## src/rtl/trojan_response_checker_pkg.sv

```systemverilog
`default_nettype none
// ============================================================================
//  Module      : trojan_response_checker_pkg
//  Description : Shared definitions for the trojan response checker:
//                pass-state encoding, default geometry and a saturating
//                increment helper.
//  Revision    : 1.0  initial release
// ============================================================================
package trojan_response_checker_pkg;

    // Default geometry
    localparam int c_n_in_def  = 2;   // input-vector width
    localparam int c_n_out_def = 1;   // response width per vector
    localparam int c_cnt_w_def = 8;   // mismatch counter width

    // Pass-state encoding. The enum documents the states. The localparam
    // copies are what the FSM compares against, so it can stay a plain
    // 2-bit register.
    typedef enum logic [1:0] {
        ST_IDLE   = 2'd0,
        ST_LEARN  = 2'd1,
        ST_CHECK  = 2'd2,
        ST_REPORT = 2'd3
    } state_e;

    localparam logic [1:0] c_st_idle   = ST_IDLE;
    localparam logic [1:0] c_st_learn  = ST_LEARN;
    localparam logic [1:0] c_st_check  = ST_CHECK;
    localparam logic [1:0] c_st_report = ST_REPORT;

    // Increment 'value' by one, but stop at the all-ones pattern of a
    // 'width'-bit counter. Callers cast the result back to their width.
    // Counters wider than 32 bits are not supported.
    function automatic logic [31:0] sat_inc(input logic [31:0] value,
                                            input int          width);
        logic [31:0] max_v;
        max_v = (width >= 32) ? 32'hFFFF_FFFF : ((32'd1 << width) - 32'd1);
        return (value >= max_v) ? max_v : (value + 32'd1);
    endfunction

endpackage : trojan_response_checker_pkg
`default_nettype wire

```

## src/rtl/trojan_response_checker_golden_table_mem.sv

```systemverilog
`default_nettype none
// ============================================================================
//  Module      : golden_table_mem
//  Description : Golden truth table for the trojan response checker.
//                The table holds 2**N_IN entries of N_OUT bits, and a seen[]
//                bitmap marks the entries that have been written since the
//                last clear.
//  Revision    : 1.0  initial release
//
//  Ports
//    clk       in   clock, rising edge
//    rst       in   asynchronous active-high reset (clears seen[] only)
//    i_clr     in   synchronous clear of seen[] (start of a LEARN pass)
//    i_we      in   write golden[i_addr] <= i_wdata and set seen[i_addr]
//    i_addr    in   shared read/write address (the stimulus vector)
//    i_wdata   in   response to store
//    o_rdata   out  golden[i_addr], combinational read
//    o_rseen   out  seen[i_addr], combinational read
//    o_seen    out  full seen[] bitmap, used for coverage verdicts
// ============================================================================
module golden_table_mem
    import trojan_response_checker_pkg::*;
#(
    parameter int N_IN  = c_n_in_def,
    parameter int N_OUT = c_n_out_def
) (
    input  logic                    clk,
    input  logic                    rst,
    input  logic                    i_clr,
    input  logic                    i_we,
    input  logic [N_IN-1:0]         i_addr,
    input  logic [N_OUT-1:0]        i_wdata,
    output logic [N_OUT-1:0]        o_rdata,
    output logic                    o_rseen,
    output logic [(2**N_IN)-1:0]    o_seen
);

    localparam int c_depth = 2**N_IN;

    logic [N_OUT-1:0]   r_golden [c_depth];
    logic [c_depth-1:0] r_seen;

    // Golden data has no reset. seen[] qualifies every read of it, so a
    // stale entry is never interpreted.
    always_ff @(posedge clk) begin
        if (i_we) begin
            r_golden[i_addr] <= i_wdata;
        end
    end

    always_ff @(posedge clk or posedge rst) begin
        if (rst) begin
            r_seen <= '0;
        end else if (i_clr) begin
            r_seen <= '0;
        end else if (i_we) begin
            r_seen[i_addr] <= 1'b1;
        end
    end

    assign o_rdata = r_golden[i_addr];
    assign o_rseen = r_seen[i_addr];
    assign o_seen  = r_seen;

endmodule : golden_table_mem
`default_nettype wire

```

## config.mk

```make
export PLATFORM = sky130hd
export DESIGN_NAME = golden_table_mem
export DESIGN_NICKNAME = d
export VERILOG_FILES = /design/src/rtl/trojan_response_checker_pkg.sv /design/src/rtl/trojan_response_checker_golden_table_mem.sv
export SDC_FILE = /design/constraint.sdc
export NUM_CORES = 1
export LEC_CHECK = 0
export ABC_AREA = 1
export CORE_AREA = 8 8 45 47
export CTS_BUF_LIST = sky130_fd_sc_hd__clkbuf_8
export DETAILED_ROUTE_END_ITERATION = 6
export DIE_AREA = 0 0 53 55
export DONT_BUFFER_PORTS = 1
export GPL_ROUTABILITY_DRIVEN = 1
export GPL_TIMING_DRIVEN = 0
export SYNTH_ARGS = -nofsm -noshare
export SYNTH_HDL_FRONTEND = slang
export SYNTH_SLANG_ARGS = --single-unit
```

## constraint.sdc

```tcl
create_clock -name clk -period 1.4 [get_ports clk]
set_clock_uncertainty 0.15 [all_clocks]
set_input_delay 0.14 -clock clk [delete_from_list [all_inputs] [get_ports clk]]
set_output_delay 0.14 -clock clk [all_outputs]
set_load 0.05 [all_outputs]
```

==> results of run 1 <==
## per-layer routing
metal  global-route usage [%]  up-vias  routed length, um
li1                         -      160                  -
met1                     5.87      146                283
met2                     10.9       12                436
met3                     3.21        4                 90
met4                     11.6        0                 46
met5                        0        -                  0
## state kept, by name, indices dropped and copies added (netlist names)
name and count:
r_golden 4, o_seen 4
## area by class of cell
| cell class | count | area share [%] |
|---|---|---|
| plain buffers | 1 | 2.06 |
| clock buffers | 3 | 7.57 |
| clock inverters | 1 | 0.688 |
| inverters | 11 | 8.03 |
| multi-input cells | 27 | 25.7 |
| flip-flops and latches | 8 | 41.3 |
| well taps | 16 | 3.67 |
| repair buffers | 6 | 11.0 |
## worst max-delay path by stage
stage | endpoint | from
2_1_floorplan | o_rseen | o_seen[3]$_DFFE_PP0P_
4_1_cts | o_rseen | o_seen[0]$_DFFE_PP0P_
6_report | o_rseen | o_seen[3]$_DFFE_PP0P_
5_1_grt | o_rseen | o_seen[0]$_DFFE_PP0P_
3_3_place_gp | o_rseen | o_seen[2]$_DFFE_PP0P_
3_5_place_dp | o_rseen | o_seen[2]$_DFFE_PP0P_
## Yosys cell counts
library cell,n
sky130_fd_sc_hd__nand2_1,19
sky130_fd_sc_hd__inv_1,9
sky130_fd_sc_hd__dfrtp_1,4
sky130_fd_sc_hd__edfxtp_1,4
sky130_fd_sc_hd__nand3_1,3
sky130_fd_sc_hd__a21oi_1,2
sky130_fd_sc_hd__a21oi_2,2
sky130_fd_sc_hd__buf_6,1
sky130_fd_sc_hd__inv_2,1
sky130_fd_sc_hd__inv_4,1
sky130_fd_sc_hd__nor2_1,1
## cell families (layout without fill, tap and decap cells)
family | after synthesis | count (layout) | share of synthesized area [%]
simple gates | 23 | 23 | 22.9
compound gates | 4 | 4 | 7.01
flops | 8 | 8 | 56.1
buf+inv | 12 | 22 | 14.0
## report_power, final
part,total [mW],leakage [nW],switching (mW),internal [mW]
sequential,0.291,0.0847,0.0292,0.262
clock,0.278,0.0269,0.0881,0.190
combinational,0.0797,0.153,0.0507,0.0289
total,0.648,0.265,0.168,0.480
## worst max-delay path, delay by kind of cell, from the launching register on
kind	cells	cell delay, ns
flip-flops	1	0.52
AND/OR/NAND/NOR	4	0.38
## repair_timing
item	CTS	global route
hold buffers	6	0
endpoints found under the hold margin	12	0
gates cloned	0	0
resized for setup	4	4
endpoints found under the setup margin	1	2
pin swaps	5	3
==> out/qor.log, run 1 <==
qor: clock_network.worstSkewPairLatency 0.23 ns
qor: final_layout.multi_input_area 140 um^2
qor: global_routing.globalRoute.totalOverflow 0
qor: final_layout.most_common_cell_after_layout_fill_and_taps_aside sky130_fd_sc_hd__nand2_1
qor: final_layout.layout.nets 65
qor: critical_path.r2r_end o_seen[0]$_DFFE_PP0P_
qor: sta.layout_min_cycle_time 1.44 ns
qor: global_routing.pin_count_of_the_biggest_net_entering_global_routing 9
qor: die.floorplan.die_area 2920 um^2
qor: routing.routed_via_density 4.41
qor: critical_path.critPathRequiredTime 1.11 ns
qor: final_layout.diodes 0
qor: routing.wl_per_cell 11.7 um
qor: clock_network.cts_inserted_buffers 3
qor: sta.fin_worst_hold_slack 0.0838 ns
qor: critical_path.arrival 1.15 ns
qor: placement.port_buffers 0
qor: synthesis.synth.largest_area_cell sky130_fd_sc_hd__edfxtp_1
qor: clock_network.ctsLongestPathBuffers 2
qor: critical_path.crit_path_frequent_cell sky130_fd_sc_hd__nand2_1
qor: routing.drt_first_iter_violations 3
qor: global_routing.number_of_antenna_violations_at_the_first_check_in_global_routing 0
qor: placement.place_congestion 0.787
qor: placement.cell_area_reported_after_detailed_placement 418 um^2
qor: critical_path.cp-start-kind flop
qor: critical_path.timing.setup.critical_path_class flop to output port
qor: critical_path.critical_path_top_delay_cell sky130_fd_sc_hd__dfrtp_2
qor: sta.postLayoutSetupSlackWorst -0.0365 ns
qor: die.rows 14
qor: placement.place_inst 63
qor: clock_network.post-cts-setup-buffers 0
qor: critical_path.r2r.worst_path.cells 2
qor: critical_path.critical_path.cell_chain nand2_1 -> nand2_1 -> nand2_2 -> nand2_4
qor: critical_path.worst-r2r-setup-slack 0.41 ns
qor: synthesis.post_synthesis_register_bit_count 8
qor: routing.vias 322
qor: power.leakagePower 0.265 nW
qor: final_layout.commonest_cells_after_routing_fill_and_taps_aside sky130_fd_sc_hd__nand2_1, sky130_fd_sc_hd__inv_1, sky130_fd_sc_hd__nand2_2, sky130_fd_sc_hd__dlygate4sd3_1
qor: die.dieWidth 53 um
qor: die.initial_core_util 28.4%
qor: final_layout.post_route_cells_drive_above_1_share 33.3%
qor: clock_network.clock_tree.root_cell sky130_fd_sc_hd__clkbuf_8
qor: run_status.outcome complete, but fails checks
qor: placement.place_hpwl 601 um
qor: global_routing.grt.total_usage 7.31%
qor: placement.place_worst_setup_slack 0.0354 ns
qor: clock_network.clkSinkCount 8
qor: critical_path.max_stage_delay 0.52 ns
qor: synthesis.synthesis.instances 47
qor: synthesis.synth_top_cells_by_area sky130_fd_sc_hd__edfxtp_1, sky130_fd_sc_hd__dfrtp_1, sky130_fd_sc_hd__nand2_1
qor: clock_network.clock_tree.htree_level_count 1
qor: final_layout.seq_area 225 um^2
qor: sta.setup_violations 1
qor: routing.drc 0
qor: sta.achievable-frequency 696 MHz
qor: global_routing.number_of_global_route_vias_before_repair 325
qor: final_layout.post_route_utilization 39.4%
qor: die.design.core.area 1380 um^2
qor: power.power.density 1190 nW/um^2
qor: global_routing.global_route_wire_length_before_repair 1.44 mm
qor: final_layout.post-route-cell-area 546 um^2
qor: critical_path.worst-path-max-fanout 3
qor: sta.min_period_over_period 103%
qor: critical_path.critical_path.reg2reg.startpoint o_seen[0]$_DFFE_PP0P_
qor: final_layout.final_cells 73
qor: power.peakVddDrop 0.358 mV
qor: min_path.timing.hold.worst.class input port to async pin
qor: sta.timing.setup.tns -0.0365 ns
qor: routing.postRouteWirelength 857 um
qor: flow_run.maxCapViolCount 0
qor: sta.report.final.hold_viol_count 0
qor: routing.first_pass_iters 4
qor: clock_network.cts_tree done
qor: synthesis.ys_seq_area_share 56.1%
qor: synthesis.synth_cell_type_count 11
qor: synthesis.syn-mean-instance-area 8.36 um^2
qor: die.floorplan.io_pins 13
qor: synthesis.synthesized_netlist_net_count 54
qor: final_layout.areaGrowthSynthToFinish 38.9%
qor: synthesis.mappedNetlistArea 393 um^2
qor: synthesis.synth_top_area_share 30.6%
qor: run_status.failed_checks negative setup slack
qor: synthesis.yosys_warnings 0
qor: sta.worst_pin_slew 0.302 ns
qor: final_layout.fillCellCount 142
qor: die.dieHeight 55 um
qor: routing.drt.antenna.violating_nets 0
qor: sta.grt_setup_unrepaired true
qor: critical_path.sort_of_element_at_the_end_of_the_critical_path output port
qor: power.power 0.648 mW
qor: clock_network.clk_transition_reported_paths 0.04 ns
qor: sta.maxSlewHeadroom 79.8%
qor: sta.slew_viol_final 0
(Power assumes the default switching activity.)
==> inputs of run 2 (changes only) <==
REMOVE_ABC_BUFFERS = 1   (was default)
==> run 2 against run 1 <==
The run still ends with negative setup slack left. Sequential power hardly changed. Largest power group unchanged. Utilization is 0.63 points lower. Fmax is 0.98% higher.
==> out/qor.log, run 2 (synthesized netlist as in run 1, its figures left out) <==
qor: power.power 0.643 mW [-0.85%]
qor: final_layout.diodes 0 [unchanged]
qor: routing.detailroute.wirelength.met2 480 um [+10%]
qor: die.initial_core_util 28.4% [unchanged]
qor: final_layout.layout.nets 65 [unchanged]
qor: die.design.core.area 1380 um^2 [unchanged]
qor: die.floorplan.die_area 2920 um^2 [unchanged]
qor: routing.detail_route.wirelength.met1 283 um [unchanged]
qor: routing.detailroute.wirelength.met3 89 um [-1.1%]
qor: min_path.worst_hold_launch i_addr[1]
qor: critical_path.critical_path.cell_chain nand2_1 -> nand2_1 -> nand2_2 -> nand2_4
qor: routing.drt_first_iter_violations 5 [+2]
qor: sta.worst_pin_slew 0.290 ns [-0.0125 ns]
qor: min_path.timing.hold.worst.class input port to flop
qor: routing.highest-signal-layer met4
qor: placement.place_hpwl 632 um [+5.2%]
qor: final_layout.post_route_utilization 38.8% [-0.63 points]
qor: sta.fin_worst_hold_slack 0.0167 ns [-0.0671 ns]
qor: sta.postLayoutSetupSlackWorst -0.0225 ns [+0.0140 ns]
qor: placement.port_buffers 0 [unchanged]
qor: placement.place_congestion 0.771 [-2.0%]
qor: power.power.density 1200 nW/um^2 [+0.76%]
qor: placement.place_worst_setup_slack -0.117 ns [-0.152 ns]
qor: die.floorplan.io_pins 13 [unchanged]
qor: clock_network.worstSkewPairLatency 0.22 ns [about the same]
qor: critical_path.arrival 1.13 ns [-0.02 ns]
qor: power.power.share.sequential 45.2% [+0.3 points]
qor: run_status.failed_checks negative setup slack
qor: power.p_sw_share 25.5% [-0.40 points]
qor: critical_path.worst-path-max-fanout 3 [unchanged]
qor: critical_path.timing.setup.critical_path_class flop to output port
qor: global_routing.globalRoute.totalOverflow 0 [unchanged]
qor: sta.achievable-frequency 703 MHz [+0.98%]
qor: power.peakVddDrop 0.335 mV [-6.5%]
qor: final_layout.post_route_cells_drive_above_1_share 26.3% [-7.0 points]
qor: clock_network.clock_tree.htree_level_count 1 [unchanged]
qor: sta.layout_min_cycle_time 1.42 ns [-0.0140 ns]
qor: critical_path.max_stage_delay 0.53 ns [about the same]
qor: power.leakagePower 0.262 nW [-1.0%]
qor: critical_path.critical_path.reg2reg.startpoint o_seen[1]$_DFFE_PP0P_
qor: die.dieHeight 55 um [unchanged]
qor: critical_path.r2r.worst_path.cells 2 [unchanged]
qor: final_layout.fillCellCount 148 [+4.2%]
qor: critical_path.critPathRequiredTime 1.11 ns [about the same]
qor: power.power_switching 0.164 mW [-2.4%]
qor: sta.min_period_over_period 102% [-1.0 points]
qor: routing.wl_per_cell 11.9 um [+1.8%]
qor: critical_path.critical_path_top_delay_cell sky130_fd_sc_hd__dfrtp_2
qor: min_path.min_path_cells 3
qor: placement.place_inst 62 [-1.6%]
qor: power.internal-power 0.479 mW [-0.32%]
qor: sta.slew_viol_final 0 [unchanged]
qor: global_routing.number_of_antenna_violations_at_the_first_check_in_global_routing 0 [unchanged]
qor: global_routing.global_route_wire_length_before_repair 1.34 mm [-7.2%]
qor: critical_path.worst-r2r-setup-slack 0.40 ns [about the same]
qor: critical_path.sort_of_element_at_the_end_of_the_critical_path output port
qor: routing.routed_via_density 4.25 [-3.7%]
qor: critical_path.r2r_end o_seen[1]$_DFFE_PP0P_
qor: sta.setup_violations 1 [unchanged]
qor: sta.report.final.hold_viol_count 0 [unchanged]
qor: clock_network.cts_inserted_buffers 3 [unchanged]
qor: clock_network.clkSinkCount 8 [unchanged]
qor: global_routing.number_of_global_route_vias_before_repair 319 [-1.8%]
qor: die.rows 14 [unchanged]
qor: global_routing.grt.total_usage 6.55% [-0.77 points]
qor: routing.drt.antenna.violating_nets 0 [unchanged]
qor: min_path.hold-path-endpoint o_seen[1]$_DFFE_PP0P_
qor: routing.first_pass_iters 4 [unchanged]
qor: routing.drc 0 [unchanged]
qor: global_routing.pin_count_of_the_biggest_net_entering_global_routing 7 [-2]
qor: clock_network.cts_tree done
qor: clock_network.ctsLongestPathBuffers 2 [unchanged]
qor: clock_network.clock_tree.root_cell sky130_fd_sc_hd__clkbuf_8
qor: placement.cell_area_reported_after_detailed_placement 402 um^2 [-3.9%]
qor: clock_network.clk_transition_reported_paths 0.04 ns [about the same]
qor: sta.maxSlewHeadroom 80.7% [+0.84 points]
qor: final_layout.most_common_cell_after_layout_fill_and_taps_aside sky130_fd_sc_hd__nand2_1
qor: run_status.outcome complete, but fails checks
qor: sta.grt_setup_unrepaired true
qor: final_layout.final_cells 73 [unchanged]
qor: flow_run.maxCapViolCount 0 [unchanged]
qor: power.clock_power_share 43.0% [+0.2 points]
qor: routing.postRouteWirelength 872 um [+1.8%]
qor: final_layout.post-route-cell-area 537 um^2 [-1.6%]
qor: die.dieWidth 53 um [unchanged]
qor: critical_path.crit_path_frequent_cell sky130_fd_sc_hd__nand2_1
qor: critical_path.cp-start-kind flop
qor: final_layout.areaGrowthSynthToFinish 36.6%
qor: sta.timing.setup.tns -0.0225 ns [+0.0140 ns]
qor: final_layout.commonest_cells_after_routing_fill_and_taps_aside sky130_fd_sc_hd__nand2_1, sky130_fd_sc_hd__inv_1, sky130_fd_sc_hd__dlygate4sd3_1
qor: routing.vias 310 [-3.7%]
qor: power.p_comb_share 11.8% [-0.5 points]
[run 2: cell types whose count changed in the layout (fill, tap and decap cells not counted), sizes merged]
cell	before	now
dlygate4sd3	6	7
buf	1	0
[run 2: power groups by stage]
stage | clock, mW | sequential (mW) | combinational [mW]
after floorplan | 0 | 0.290 | 0.0446
after global routing | 0.293 | 0.291 | 0.0831
final | 0.276 | 0.290 | 0.0760
after detailed placement | 0 | 0.293 | 0.0502
after global placement | 0 | 0.293 | 0.0491
after CTS | 0.282 | 0.291 | 0.0748
[run 2: repair_timing]
action,4_1_cts,5_1_grt
endpoints found under the setup margin,1,2
pin swaps,4,0
hold endpoints to repair,12,0
resized for setup,8,1
hold buffers,7,0
buffers inserted,0,0
[run 2: how the worst max path moves through the flow]
stage / startpoint / slack, ns / endpoint / cells past startpoint
final: o_seen[2]$_DFFE_PP0P_ / -0.02 / o_rseen / 4
after global routing: o_seen[2]$_DFFE_PP0P_ / -0.08 / o_rseen / 4
after CTS: o_seen[0]$_DFFE_PP0P_ / -0.03 / o_rseen / 4
after detailed placement: o_seen[0]$_DFFE_PP0P_ / -0.12 / o_rseen / 4
after global placement: o_seen[0]$_DFFE_PP0P_ / -0.12 / o_rseen / 4
after floorplan: o_seen[3]$_DFFE_PP0P_ / -0.05 / o_rseen / 4
[run 2: worst max-delay path: cells and delay by family, from the launching register on]
family           cells  cell delay (ns)
and+or+nand+nor      4             0.37
DFF                  1             0.53
[run 2: routing by layer]
metal	global-route usage [%]	up-vias
met1	5.26	133
met4	5.17	0
met3	2.67	2
met2	12.3	11
li1	-	164
met5	0	-
[run 2: cell type report]
| class | instances | area (um^2) | area share, % |
|---|---|---|---|
| Tap cell | 16 | 20.0 | 3.73 |
| Multi-Input combinational cell | 27 | 133 | 24.7 |
| Inverter | 11 | 43.8 | 8.16 |
| Clock buffer | 3 | 41.3 | 7.69 |
| Sequential cell | 8 | 225 | 42.0 |
| Timing Repair Buffer | 7 | 70.1 | 13.1 |
| Clock inverter | 1 | 3.75 | 0.699 |
==> inputs of run 3 (changes only) <==
MAX_ROUTING_LAYER = met4   (was default)
SKIP_LAST_GASP = 1   (was default)
==> run 3 against run 2 <==
The run still ends with negative setup slack left. Largest cell class unchanged. Register-to-register slack about the same. Setup slack about the same. Critical endpoint unchanged. Via count unchanged. Largest power group unchanged. Utilization unchanged. Critical path type unchanged.
==> out/qor.log, run 3 (synthesized netlist as in run 1, its figures left out) <==
qor: routing.first_pass_iters 4 [unchanged]
qor: critical_path.r2r_end o_seen[1]$_DFFE_PP0P_
qor: clock_network.cts_tree done
qor: critical_path.timing.setup.critical_path_class flop to output port
qor: critical_path.arrival 1.13 ns [about the same]
qor: clock_network.cts_inserted_buffers 3 [unchanged]
qor: power.leakagePower 0.262 nW [unchanged]
qor: global_routing.number_of_antenna_violations_at_the_first_check_in_global_routing 0 [unchanged]
qor: routing.vias 310 [unchanged]
qor: critical_path.worst-r2r-setup-slack 0.40 ns [about the same]
qor: global_routing.global_route_wire_length_before_repair 1.34 mm [unchanged]
qor: die.dieHeight 55 um [unchanged]
qor: critical_path.critical_path.reg2reg.startpoint o_seen[1]$_DFFE_PP0P_
qor: die.rows 14 [unchanged]
qor: min_path.hold-path-endpoint o_seen[1]$_DFFE_PP0P_
qor: clock_network.clock_tree.htree_level_count 1 [unchanged]
qor: placement.place_hpwl 632 um [unchanged]
qor: power.internal-power 0.479 mW [about the same]
qor: final_layout.diodes 0 [unchanged]
qor: sta.layout_min_cycle_time 1.42 ns [+0.00000110 ns]
qor: clock_network.clock_tree.root_cell sky130_fd_sc_hd__clkbuf_8
qor: routing.drt.antenna.violating_nets 0 [unchanged]
qor: global_routing.globalRoute.totalOverflow 0 [unchanged]
qor: final_layout.fillCellCount 148 [unchanged]
qor: placement.place_inst 62 [unchanged]
qor: power.p_comb_share 11.8% [about the same]
qor: sta.slew_viol_final 0 [unchanged]
qor: flow_run.maxCapViolCount 0 [unchanged]
qor: die.floorplan.die_area 2920 um^2 [unchanged]
qor: power.p_sw_share 25.5% [about the same]
qor: global_routing.grt.total_usage 6.75% [+0.20 points]
qor: power.power_switching 0.164 mW [about the same]
qor: clock_network.worstSkewPairLatency 0.22 ns [about the same]
qor: global_routing.pin_count_of_the_biggest_net_entering_global_routing 7 [unchanged]
qor: sta.min_period_over_period 102% [about the same]
qor: critical_path.critPathRequiredTime 1.11 ns [about the same]
qor: min_path.worst_hold_launch i_addr[1]
qor: sta.maxSlewHeadroom 80.7% [unchanged]
qor: sta.grt_setup_unrepaired true
qor: final_layout.seq_area 225 um^2 [unchanged]
qor: critical_path.cp-start-kind flop
qor: critical_path.critical_path.cell_chain nand2_1 -> nand2_1 -> nand2_2 -> nand2_4
qor: run_status.outcome complete, but fails checks
qor: final_layout.commonest_cells_after_routing_fill_and_taps_aside sky130_fd_sc_hd__nand2_1, sky130_fd_sc_hd__inv_1, sky130_fd_sc_hd__dlygate4sd3_1
qor: clock_network.clkSinkCount 8 [unchanged]
qor: final_layout.layout.nets 65 [unchanged]
qor: final_layout.most_common_cell_after_layout_fill_and_taps_aside sky130_fd_sc_hd__nand2_1
qor: critical_path.critical_path_top_delay_cell sky130_fd_sc_hd__dfrtp_2
qor: sta.worst_pin_slew 0.290 ns [unchanged]
qor: placement.place_congestion 0.781 [+1.3%]
qor: final_layout.post_route_utilization 38.8% [unchanged]
qor: clock_network.ctsLongestPathBuffers 2 [unchanged]
qor: sta.postLayoutSetupSlackWorst -0.0225 ns [-0.00000110 ns]
qor: routing.drt_first_iter_violations 5 [unchanged]
qor: die.dieWidth 53 um [unchanged]
qor: run_status.failed_checks negative setup slack
qor: clock_network.clk_transition_reported_paths 0.04 ns [about the same]
qor: clock_network.post-cts-setup-buffers 0 [unchanged]
qor: power.clock_power_share 43.0% [about the same]
qor: die.initial_core_util 28.4% [unchanged]
qor: routing.postRouteWirelength 872 um [unchanged]
qor: routing.routed_via_density 4.25 [unchanged]
qor: placement.port_buffers 0 [unchanged]
qor: die.design.core.area 1380 um^2 [unchanged]
qor: sta.report.final.hold_viol_count 0 [unchanged]
qor: final_layout.areaGrowthSynthToFinish 36.6% [unchanged]
qor: critical_path.worst-path-max-fanout 3 [unchanged]
qor: routing.drc 0 [unchanged]
qor: critical_path.r2r.worst_path.cells 2 [unchanged]
qor: final_layout.multi_input_area 133 um^2 [unchanged]
qor: power.peakVddDrop 0.335 mV [about the same]
qor: routing.wl_per_cell 11.9 um [unchanged]
qor: die.floorplan.io_pins 13 [unchanged]
qor: critical_path.crit_path_frequent_cell sky130_fd_sc_hd__nand2_1
qor: critical_path.max_stage_delay 0.53 ns [about the same]
qor: final_layout.post_route_cells_drive_above_1_share 26.3% [unchanged]
qor: final_layout.final_cells 73 [unchanged]
qor: global_routing.number_of_global_route_vias_before_repair 318 [-0.31%]
qor: power.power.density 1200 nW/um^2 [about the same]
qor: min_path.min_path_cells 3 [unchanged]
qor: sta.setup_violations 1 [unchanged]
qor: critical_path.sort_of_element_at_the_end_of_the_critical_path output port
qor: sta.achievable-frequency 703 MHz [about the same]
qor: power.power.share.sequential 45.2% [about the same]
qor: min_path.timing.hold.worst.class input port to flop
[run 3: power by group through the flow]
stage	clock (mW)	combinational, mW	sequential, mW
floorplan	0	0.0446	0.290
global placement	0	0.0491	0.293
detailed placement	0	0.0502	0.293
CTS	0.282	0.0748	0.291
global route	0.293	0.0831	0.291
finish	0.276	0.0760	0.290
[run 3: layer usage]
| metal | track usage (%) | wire [um] |
|---|---|---|
| met5 | - | 0 |
| met4 | 5.17 | 19 |
| met3 | 2.67 | 89 |
| met2 | 12.3 | 480 |
| met1 | 5.26 | 283 |
[run 3: final cells by class]
class	instances	area share (%)
Clock buffer	3	7.69
Sequential cell	8	42.0
Timing Repair Buffer	7	13.1
Tap cell	16	3.73
Clock inverter	1	0.699
Inverter	11	8.16
Multi-Input combinational cell	27	24.7
[run 3: metrics by stage]
step	hold slack (ns)	setup slack [ns]	power [mW]	setup TNS (ns)	instance area [um^2]
after detailed placement	-0.223	-0.117	0.343	-0.117	402
final	0.0167	-0.0225	0.643	-0.0225	537
after global routing	0.0543	-0.0766	0.668	-0.0766	537
after floorplan	-0.244	-0.0537	0.335	-0.0537	382
after CTS	0.00616	-0.0297	0.648	-0.0297	534
after global placement	-0.230	-0.117	0.342	-0.117	402
[run 3: worst max path at each step]
stage,from,endpoint,slack (ns),cells after the start
2_1_floorplan,o_seen[3]$_DFFE_PP0P_,o_rseen,-0.05,4
3_5_place_dp,o_seen[0]$_DFFE_PP0P_,o_rseen,-0.12,4
4_1_cts,o_seen[0]$_DFFE_PP0P_,o_rseen,-0.03,4
6_report,o_seen[2]$_DFFE_PP0P_,o_rseen,-0.02,4
3_3_place_gp,o_seen[0]$_DFFE_PP0P_,o_rseen,-0.12,4
5_1_grt,o_seen[2]$_DFFE_PP0P_,o_rseen,-0.08,4
[run 3: critical path, delay by kind of cell, from the launching register on]
| kind | cells | cell delay [ns] |
|---|---|---|
| simple gates | 4 | 0.37 |
| flops | 1 | 0.53 |
[run 3: repair_timing]
item / in CTS / in global routing
hold buffers: 7 / 0
hold endpoints to repair: 12 / 0
pin swaps: 4 / 0
setup endpoints to repair: 1 / 2
gates resized for setup: 8 / 1
